$ cat src/rtl/arb_pkg.sv
// Shared types for the two-port RAM arbiter.
// Optional feature macro: ARB_BOUNDS_CHECK_EN (see ram_arbiter.sv).
package arb_pkg;

    localparam int CMD_ADDR_W = 32;
    localparam int CMD_DATA_W = 32;
    localparam int BE_W       = CMD_DATA_W / 8;

    typedef enum logic [1:0] {
        IDLE,
        ACCESS,
        RESP
    } arb_state_t;

    typedef struct packed {
        logic [BE_W-1:0]       we;
        logic [CMD_ADDR_W-1:0] addr;
        logic [CMD_DATA_W-1:0] wdata;
        logic                  port;
    } arb_cmd_t;

endpackage

$ cat src/rtl/ram_arbiter_rr.sv
// Two-way request picker: fixed priority to port 0 or round-robin.
// Owns the round-robin pointer (0 = port 0 wins the next tie).
module rr_arbiter2 (
    input  logic       clk,
    input  logic       rst,
    input  logic [1:0] req,
    input  logic       prio_fixed,
    input  logic       advance,
    output logic [1:0] grant
);

    logic ptr;

    // Pick a single winner; a lone requester always wins.
    always_comb begin
        grant = req;
        if (req == 2'b11) begin
            grant = (prio_fixed || !ptr) ? 2'b01 : 2'b10;
        end
    end

    // After each grant the pointer favours the port that lost.
    always_ff @(posedge clk or posedge rst) begin
        if (rst) begin
            ptr <= 1'b0;
        end else if (advance) begin
            ptr <= grant[0];
        end
    end

endmodule

$ cat src/rtl/ram_arbiter.sv
// Shares one RAM data port between port 0 (core) and port 1 (DMA/debug).
// Define ARB_BOUNDS_CHECK_EN to reject out-of-range words with mN_err.
module ram_arbiter
    import arb_pkg::*;
#(
    parameter int ADDR_W     = 32,
    parameter int DATA_W     = 32,
    parameter int RAM_WORDS  = 4194304,
    parameter int PRIO_FIXED = 0
) (
    input  logic                clk,
    input  logic                rst,
    input  logic                m0_req,
    input  logic [DATA_W/8-1:0] m0_we,
    input  logic [ADDR_W-1:0]   m0_addr,
    input  logic [DATA_W-1:0]   m0_wdata,
    output logic                m0_ready,
    output logic                m0_rvalid,
    output logic [DATA_W-1:0]   m0_rdata,
    output logic                m0_err,
    input  logic                m1_req,
    input  logic [DATA_W/8-1:0] m1_we,
    input  logic [ADDR_W-1:0]   m1_addr,
    input  logic [DATA_W-1:0]   m1_wdata,
    output logic                m1_ready,
    output logic                m1_rvalid,
    output logic [DATA_W-1:0]   m1_rdata,
    output logic                m1_err,
    output logic                ram_r,
    output logic [DATA_W/8-1:0] ram_w,
    output logic [ADDR_W-1:0]   ram_addr,
    output logic [DATA_W-1:0]   ram_out,
    input  logic [DATA_W-1:0]   ram_in
);

    arb_state_t            state;
    arb_cmd_t              cmd;
    logic [1:0]            grant;
    logic [1:0]            rvalid_q;
    logic                  idle;
    logic                  accept;
    logic                  bad;
    logic [DATA_W/8-1:0]   sel_we;
    logic [ADDR_W-1:0]     sel_addr;
    logic [DATA_W-1:0]     sel_wdata;

    // Nothing is granted while reset is held, even with req high.
    assign idle   = (state == IDLE) && !rst;
    assign accept = idle && (grant != 2'b00);

    rr_arbiter2 u_pick (
        .clk        (clk),
        .rst        (rst),
        .req        ({m1_req, m0_req}),
        .prio_fixed (PRIO_FIXED != 0),
        .advance    (accept),
        .grant      (grant)
    );

    assign sel_we    = grant[1] ? m1_we    : m0_we;
    assign sel_addr  = grant[1] ? m1_addr  : m0_addr;
    assign sel_wdata = grant[1] ? m1_wdata : m0_wdata;

`ifdef ARB_BOUNDS_CHECK_EN
    assign bad = {2'b00, sel_addr[ADDR_W-1:2]} >= ADDR_W'(RAM_WORDS);
`else
    assign bad = 1'b0;
`endif

    assign m0_ready = accept & grant[0];
    assign m1_ready = accept & grant[1];
    assign m0_err   = accept & bad & grant[0];
    assign m1_err   = accept & bad & grant[1];

    // Address and data hold the last accepted command.
    assign ram_addr = cmd.addr;
    assign ram_out  = cmd.wdata;

    // RAM data is only passed to the owning port during RESP.
    assign m0_rvalid = rvalid_q[0];
    assign m1_rvalid = rvalid_q[1];
    assign m0_rdata  = rvalid_q[0] ? ram_in : '0;
    assign m1_rdata  = rvalid_q[1] ? ram_in : '0;

    // Transaction FSM: latch the winner, strobe RAM, then steer read data.
    always_ff @(posedge clk or posedge rst) begin
        if (rst) begin
            state    <= IDLE;
            cmd      <= '0;
            ram_r    <= 1'b0;
            ram_w    <= '0;
            rvalid_q <= 2'b00;
        end else begin
            ram_r    <= 1'b0;
            ram_w    <= '0;
            rvalid_q <= 2'b00;
            unique case (state)
                IDLE: begin
                    if (accept && !bad) begin
                        cmd.we    <= sel_we;
                        cmd.addr  <= sel_addr;
                        cmd.wdata <= sel_wdata;
                        cmd.port  <= grant[1];
                        ram_w     <= sel_we;
                        ram_r     <= (sel_we == '0);
                        state     <= ACCESS;
                    end
                end
                ACCESS: begin
                    if (cmd.we == '0) begin
                        rvalid_q <= cmd.port ? 2'b10 : 2'b01;
                        state    <= RESP;
                    end else begin
                        state <= IDLE;
                    end
                end
                RESP: begin
                    state <= IDLE;
                end
                default: begin
                    state <= IDLE;
                end
            endcase
        end
    end

endmodule
$ cat config.mk
export PLATFORM = sky130hd
export DESIGN_NAME = ram_arbiter
export DESIGN_NICKNAME = d
export VERILOG_FILES = /design/src/rtl/arb_pkg.sv /design/src/rtl/ram_arbiter_rr.sv /design/src/rtl/ram_arbiter.sv
export SDC_FILE = /design/constraint.sdc
export NUM_CORES = 1
export LEC_CHECK = 0
export BUFFER_PORTS_ARGS = -buffer_cell sky130_fd_sc_hd__buf_2
export CAP_MARGIN = 20
export CORE_MARGIN = 4
export CORE_UTILIZATION = 30
export CTS_CLUSTER_SIZE = 28
export DETAILED_ROUTE_END_ITERATION = 12
export PLACE_DENSITY_LB_ADDON = 0.12
export SLEW_MARGIN = 10
export SYNTH_ARGS = -nofsm -noshare
export SYNTH_HDL_FRONTEND = slang
export SYNTH_SLANG_ARGS = --single-unit
$ cat constraint.sdc
create_clock -name clk -period 2 [get_ports clk]
set_input_delay 0.1 -clock clk [delete_from_list [all_inputs] [get_ports clk]]
set_output_delay 0.1 -clock clk [all_outputs]
set_load 0.1 [all_outputs]
# Word level (Yosys, flattened, before mapping)

Index checks and enable logic that the tools add are counted.

Register bits after elaboration: 79
Input port bits: 172
Output and inout bits: 139
Word-level logic and storage cells: 39

Eq/ne operators: 3
Multiplexer cells: 17
Bitwise operators: 2
Reductions and logical operators: 8

Operators by type and width:

| operator                                                        | number |
|---|---|
| 32-bit two-way mux                                              | 4 |
| 2-bit two-way mux                                               | 7 |
| 4-bit two-way mux                                               | 3 |
| 4-bit zero test                                                 | 2 |
| 2-bit case mux with 2 select lines                              | 1 |
| 1-bit bitwise AND                                               | 2 |
| 2-bit by 1-bit == test with 1-bit output, second input constant | 1 |
| 2-bit == test, second input constant                            | 1 |
| 1-bit logical AND                                               | 2 |
| 2-bit zero test                                                 | 1 |
| 1-bit two-way mux                                               | 2 |
| 2-bit inequality test, second input constant                    | 1 |
| 2-bit AND reduction                                             | 1 |
| 2-bit nonzero test                                              | 1 |
| 1-bit zero test                                                 | 1 |

# Depth between registers and ports, before layout

Gate-level depths: netlist (run 1).

Depth after elaboration: 6
Gate-level depth with buffers: 7
Depth with buffers taken out: 4

# Modules after synthesis

From an unflattened synthesis (run 1), not the netlist that was laid out.

Cells, all modules: 476
Area total of the unflattened synthesis: 4613.2 um^2

By module, submodules not included:

| module      | instances | cells an instance | area each (um^2) | sequential area each (um^2) |
|---|---|---|---|---|
| ram_arbiter | 1         | 468               | 4538.1           | 1951.9 |
| rr_arbiter2 | 1         | 8                 | 75.1             | 25.0 |

# Least setup slack after synthesis (run 1)

OpenSTA, ideal clock, no wires.

Path type: reg2reg
From: reg state[1]
To: reg u_pick.ptr
Library setup time: 0.072 ns
Data arrival time: 2.467 ns
Data required time: 1.928 ns
Setup slack: -0.539 ns
Stages on the path, launching flop included: 5
Buffers on the path: 1
Period minus slack after synthesis: 2.539 ns
Cell sequence: dfrtp_1 or4_1 buf_2 a211oi_2 a21o_1

Word-level cells in the longest chain between the ends: 3

RTL lines:

| item                   | line                 | source |
|---|---|---|
| start, declared        | ram_arbiter.sv:36    | `arb_state_t state;` |
| start signal, assigned | ram_arbiter.sv:88    | `state <= IDLE;` |
| start signal, assigned | ram_arbiter.sv:106   | `state <= ACCESS;` |
| start signal, assigned | ram_arbiter.sv:112   | `state <= RESP;` |
| 2-bit zero test        | ram_arbiter.sv:48    | `assign idle = (state == IDLE) && !rst;` |
| 1-bit logical AND      | ram_arbiter.sv:48    |  |
| 1-bit logical AND      | ram_arbiter.sv:49    | `assign accept = idle && (grant != 2'b00);` |
| end signal, assigned   | ram_arbiter_rr.sv:27 | `ptr <= grant[0];` |
| end, declared          | ram_arbiter_rr.sv:12 | `logic ptr;` |

No other way between the ends.
A chain may end at the register's enable or synchronous reset.

# Worst setup path after layout (run 1)

From: reg state[1]
To: out m0_ready

Word-level cells in the longest chain between the ends: 4

RTL lines:

| item              | line              | source |
|---|---|---|
| 2-bit zero test   | ram_arbiter.sv:48 |  |
| 1-bit logical AND | ram_arbiter.sv:48 |  |
| 1-bit logical AND | ram_arbiter.sv:49 |  |
| 1-bit bitwise AND | ram_arbiter.sv:70 | `assign m0_ready = accept & grant[0];` |
| end, declared     | ram_arbiter.sv:17 | `output logic m0_ready,` |

No other way between the ends.

==> results of run 1 <==
registers in the layout (all words and copies together) (netlist names):
signal      flops
ram_addr       32
ram_out        32
cmd             5
ram_w           4
rvalid_q        2
state           2
ram_r           1
u_pick.ptr      1
cell usage in the layout, fill, tap and decap left out, drive strengths merged:
cell / count
a21o: 2
nor3b: 1
or4: 2
mux2i: 68
clkinv: 1
conb: 2
dlygate4sd3: 1
nor4: 1
buf: 324
a211oi: 1
bufinv: 2
inv: 4
clkinvlp: 3
and2: 65
dfrtp: 79
nand2: 68
o2111a: 1
clkbuf: 9
nor3: 2
o21ai: 69
nor2: 6
or4b: 1
final cells by class:
cell class,count,area share
sequential,79,0.319
multi-input combinational,289,0.309
timing repair buffer,325,0.279
tap,184,0.0372
clock buffer,9,0.0364
clock inverter,7,0.0168
inverter,3,0.00242
final timing paths:
kind                                      start                       end  slack, ps  depth (start not counted)
setup / recovery           state[1]$_DFFE_PP0P_                  m0_ready         30                          3
hold / removal                     m1_wdata[24]   ram_out[24]$_DFFE_PP0P_         30                          3
setup reg to reg           state[1]$_DFFE_PP0P_    u_pick.ptr$_DFFE_PP0P_        250                          3
hold reg to reg              cmd[0]$_DFFE_PP0P_     rvalid_q[0]$_DFF_PP0_        460                          1
max in group asynchronous                   rst  ram_addr[29]$_DFFE_PP0P_        960                          3
min in group asynchronous                   rst   ram_out[22]$_DFFE_PP0P_        420                          2
metal layers:
| metal | global-route usage | routed length, um | share of wire | vias to the layer above |
|---|---|---|---|---|
| met4 | 0.0538 | 173 | 0.013 | 0 |
| met5 | 0 | 0 | 0 | - |
| li1 | - | - | - | 1953 |
| met1 | 0.164 | 4920 | 0.37 | 1693 |
| met2 | 0.271 | 6910 | 0.52 | 171 |
| met3 | 0.0377 | 1180 | 0.090 | 12 |
synthesized netlist by cell type (all sizes together):
cell type,number
a211oi,1
conb,1
nor3b,1
or4b,1
or4,1
nor3,2
o21ai,69
clkbuf,13
dfrtp,79
o2111a,1
inv,3
and2,65
a21o,2
mux2i,68
nor2,6
nor4,1
buf,83
nand2,68
logic make-up (layout without fill, tap and decap cells):
family,count (synthesis),after routing
other,1,2
multiplexers,68,68
AND/OR/NAND/NOR,145,146
buffers and inverters,99,344
flip-flops,79,79
AO/OA/AOI/OAI,73,73
what timing repair did:
action                                 in CTS  in global routing
endpoints found under the hold margin      26                  0
hold buffers                                1                  0
setup endpoints to repair                   0                  1
buffers inserted                            0                  5
where the power goes:
group / switching [mW] / internal (mW) / leakage (nW)
Combinational: 3.42 / 0.703 / 2.52
Clock: 0.687 / 1.11 / 0.154
Sequential: 0.202 / 1.96 / 0.987
Total: 4.31 / 3.77 / 3.66
stage by stage:
step                power (mW)  utilization
floorplan                 6.05            -
global route              8.45        0.426
finish                    8.08        0.426
CTS                       8.19        0.423
detailed placement        6.34        0.400
global placement          6.30        0.400
critical path, stage by stage (launching register included):
cell and delay, ps:
dfrtp_1 400, or4_4 620, a211oi_4 300, buf_12 210
==> impl_metrics.json, run 1 <==
{
  "skew_ps": 9.83,
  "synth_adder_area_share": 0,
  "multiInputGateArea_um2": 1910,
  "grt_pass1_vias": 3782,
  "synth_top_family_by_area": "simple AND/OR/NAND/NOR gates",
  "drive_gt1_frac": 0.573,
  "wl_um": 13200,
  "fin_ws_ps": 30.7,
  "clock_sinks": 79,
  "leakage_nw": 3.66,
  "worstPathArrival_ps": 1870,
  "hold_viol_final": 0,
  "vias": 3829,
  "pre_cts_slack_ps": 335,
  "setup_tns_ps": 0,
  "synthMuxAreaShare": 0.153,
  "wire_per_inst_um": 14.7,
  "synth_top_area_share": 0.443,
  "die_y_um": 130,
  "synth_xor_area_frac": 0,
  "numPortBuffers": 308,
  "clockBufferDepth": 2,
  "slew_violations": 0,
  "maxSlewHeadroom": 0.561,
  "nets": 879,
  "coreArea_um2": 14500,
  "holdCritPathClass": "in2reg",
  "stdcell_count": 896,
  "tightestPinTransition_ps": 657,
  "ioPinCount": 311,
  "max_clock_freq_mhz": 508,
  "outcome": "completed",
  "cts_buffers": 9,
  "fin_crit_sh": 0.985,
  "rows": 44,
  "grt_max_degree": 53,
  "nFillCells": 1508,
  "die_area_um2": 16900,
  "antenna_left": 0,
  "yosys.area.top_type": "dfrtp_1",
  "netlist_instances": 465,
  "grt_overflow": 0,
  "drt_first_pass_iters": 4,
  "dp.cells": 874,
  "maxCapViolCount": 0,
  "fin_crit_ps": 1970,
  "grt_pass1_wl_um": 19200,
  "htreeDepth": 3,
  "endpoint_kind": "primary output",
  "clk_pin_slew_ps": 70,
  "seqCellArea_um2": 1980,
  "worst_ep_required_time_ps": 1900,
  "place.gp.congestion": 0.749,
  "synth-simple-area-share": 0.163,
  "netlist_top_cells_area": "dfrtp_1, mux2i_1, buf_4",
  "die_width_um": 130,
  "drc": 0,
  "cts_tree": "yes",
  "antenna_found_initial": 0,
  "avgSynthCellArea_um2": 9.59,
  "via_per_inst": 4.27,
  "syn_to_final_growth_pct": 38.9,
  "root_buffer": "clkbuf_16",
  "synth_seq_area_share": 0.443,
  "yosysWarnings": 0,
  "start_kind": "register",
  "ir_drop_v": 0.000582,
  "worst_skew_pair.late_latency_ps": 340,
  "dr.first_iter.drc_count": 107,
  "syn_area_um2": 4460,
  "diodes": 0,
  "powerDensity_nw_per_um2": 1300,
  "synth_compound_area_frac": 0.0861,
  "crit_type": "reg2out",
  "cts_resized": 0,
  "post_dp_cell_area_um2": 5810,
  "initial_core_util": 0.307,
  "grt_usage": 0.147,
  "synth_seq_cells": 79,
  "dp_hpwl_um": 10800,
  "setup-violations-final": 0,
  "hold_ws_ps": 30.5,
  "synthDistinctLibCells": 24,
  "cp_max_fo": 5,
  "fin_area_um2": 6190
}
Note: power is estimated with default switching activity, not from simulation.
==> run 2, diff against run 1 <==
- PLACE_DENSITY: unset -> 0.68
- PLACE_DENSITY_LB_ADDON: 0.12 -> unset
==> run 2 against run 1 <==
  * Combinational power about the same
  * Die area did not move
  * Wire length down 2.8%
  * Largest cell class unchanged
==> impl_metrics.json, run 2 (same netlist as run 1, synthesis figures left out) <==
{
  "max_clock_freq_mhz": 525,
  "grt_max_degree": 73,
  "fin_crit_sh": 0.953,
  "slew_violations": 0,
  "p_total_mw": 7.79,
  "vias": 3849,
  "coreArea_um2": 14500,
  "route.met3.wl_um": 1170,
  "wl_met1_um": 4500,
  "endpoint_kind": "primary output",
  "rr_startpoint": "state[1]$_DFFE_PP0P_",
  "cts_tree": "yes",
  "dr.first_iter.drc_count": 138,
  "hold_ws_ps": 41.5,
  "cp_max_fo": 4,
  "r2r-end": "ram_out[31]$_DFFE_PP0P_",
  "root_buffer": "clkbuf_16",
  "dr_wl_met2_um": 6860,
  "pre_cts_slack_ps": 291,
  "place.gp.congestion": 0.806,
  "grt_overflow": 0,
  "worstHoldEndpoint": "ram_addr[13]$_DFFE_PP0P_",
  "clockBufferDepth": 2,
  "fin_crit_ps": 1910,
  "drc": 0,
  "ioPinCount": 311,
  "cts_buffers": 9,
  "clk_pin_slew_ps": 60,
  "maxSlewHeadroom": 0.567,
  "htreeDepth": 3,
  "maxCapViolCount": 0,
  "die_area_um2": 16900,
  "antenna_left": 0,
  "worst_ep_required_time_ps": 1900,
  "cts_resized": 0,
  "fin_ws_ps": 94.5,
  "post_dp_cell_area_um2": 5790,
  "final_common_cell": "buf_2",
  "via_per_inst": 4.33,
  "outcome": "completed",
  "rows": 44,
  "powerDensity_nw_per_um2": 1280,
  "die_y_um": 130,
  "dp_hpwl_um": 10600,
  "tightestPinTransition_ps": 649,
  "nFillCells": 1474,
  "crit_type": "in2out",
  "wl_um": 12800,
  "drt_first_pass_iters": 4,
  "syn_to_final_growth_pct": 36.7,
  "r2r_setup_slack_ps": 260,
  "setup-violations-final": 0,
  "antenna_found_initial": 3,
  "initial_core_util": 0.307,
  "holdCritPathClass": "in2reg",
  "cts_setup_buffers": 0,
  "hold_start": "m1_addr[13]",
  "clock_sinks": 79,
  "worst_skew_pair.late_latency_ps": 330,
  "ir_drop_v": 0.000721,
  "grt_pass1_wl_um": 19000,
  "fin_area_um2": 6100,
  "hold_viol_final": 0,
  "wire_per_inst_um": 14.4,
  "die_width_um": 130,
  "rsz0062_at_grt": "false",
  "worstPathArrival_ps": 1810,
  "numPortBuffers": 308,
  "holdPathStages": 3,
  "grt_usage": 0.144,
  "setup_tns_ps": 0,
  "layout_common_cells": "buf_2, dfrtp_1, mux2i_1, nand2_1",
  "start_kind": "input pin",
  "nets": 870,
  "grt_pass1_vias": 3658,
  "reg2reg_depth": 4,
  "drive_gt1_frac": 0.566,
  "leakage_nw": 3.61,
  "top_layer_used": "met4",
  "skew_ps": 5.81
}
==> run 2: cell types whose count changed in the layout (fill, tap and decap cells not counted) <==
cell       previous run  this run
or4_2                 1         0
clkinv_4              1         0
buf_12                4         5
buf_4                15         5
inv_8                 1         0
diode_2               0         3
inv_6                 1         0
clkbuf_8              0         3
clkbuf_1              0         1
buf_2               305       306
bufinv_16             2         0
==> run 2: metal layers <==
| metal | GRT usage | vias up |
|---|---|---|
| met5 | 0 | - |
| met3 | 0.0368 | 16 |
| li1 | - | 1931 |
| met1 | 0.158 | 1723 |
| met4 | 0.0507 | 0 |
| met2 | 0.269 | 179 |
==> run 2: metrics by stage <==
stage | util | cells
after floorplan | - | 466
after global placement | 0.399 | 870
after detailed placement | 0.399 | 870
after CTS | 0.419 | 886
after global routing | 0.420 | 889
final | 0.420 | 889
==> run 2: timing repair <==
action / 4_1_cts / 5_1_grt
hold endpoints to repair: 73 / 0
hold buffers: 1 / 0
setup endpoints to repair: 0 / 0
==> run 2: worst max-delay path by stage <==
stage          slack, ps                  from                       to  depth (start not counted)
4_1_cts               60                   rst                 m0_ready                          5
3_3_place_gp         320  state[1]$_DFFE_PP0P_   u_pick.ptr$_DFFE_PP0P_                          3
6_report              90                   rst                 m0_ready                          5
2_1_floorplan        -70  state[1]$_DFFE_PP0P_   u_pick.ptr$_DFFE_PP0P_                          4
3_5_place_dp         290  state[1]$_DFFE_PP0P_  ram_out[28]$_DFFE_PP0P_                          4
5_1_grt               60                   rst                 m0_ready                          5
==> run 2: power by group <==
part | internal [mW] | switching [mW] | leakage [nW]
sequential | 1.96 | 0.190 | 0.987
clock | 0.936 | 0.613 | 0.134
combinational | 0.689 | 3.40 | 2.49
==> run 2: cell type report <==
| cell class | count | area, um^2 | area share |
|---|---|---|---|
| clock inverters | 2 | 15.0 | 0.00246 |
| multi-input cells | 288 | 1900 | 0.312 |
| flip-flops and latches | 79 | 1980 | 0.324 |
| clock buffers | 13 | 270 | 0.0443 |
| repair buffers | 317 | 1680 | 0.275 |
| inverters | 3 | 15.0 | 0.00246 |
| diodes | 3 | 7.51 | 0.00123 |
| well taps | 184 | 230 | 0.0378 |
==> run 2: worst max-delay path, stage by stage <==
cell and delay (ps):
dlygate4sd3_1 540, buf_2 150, or4_4 550, a211oi_4 240, buf_12 210
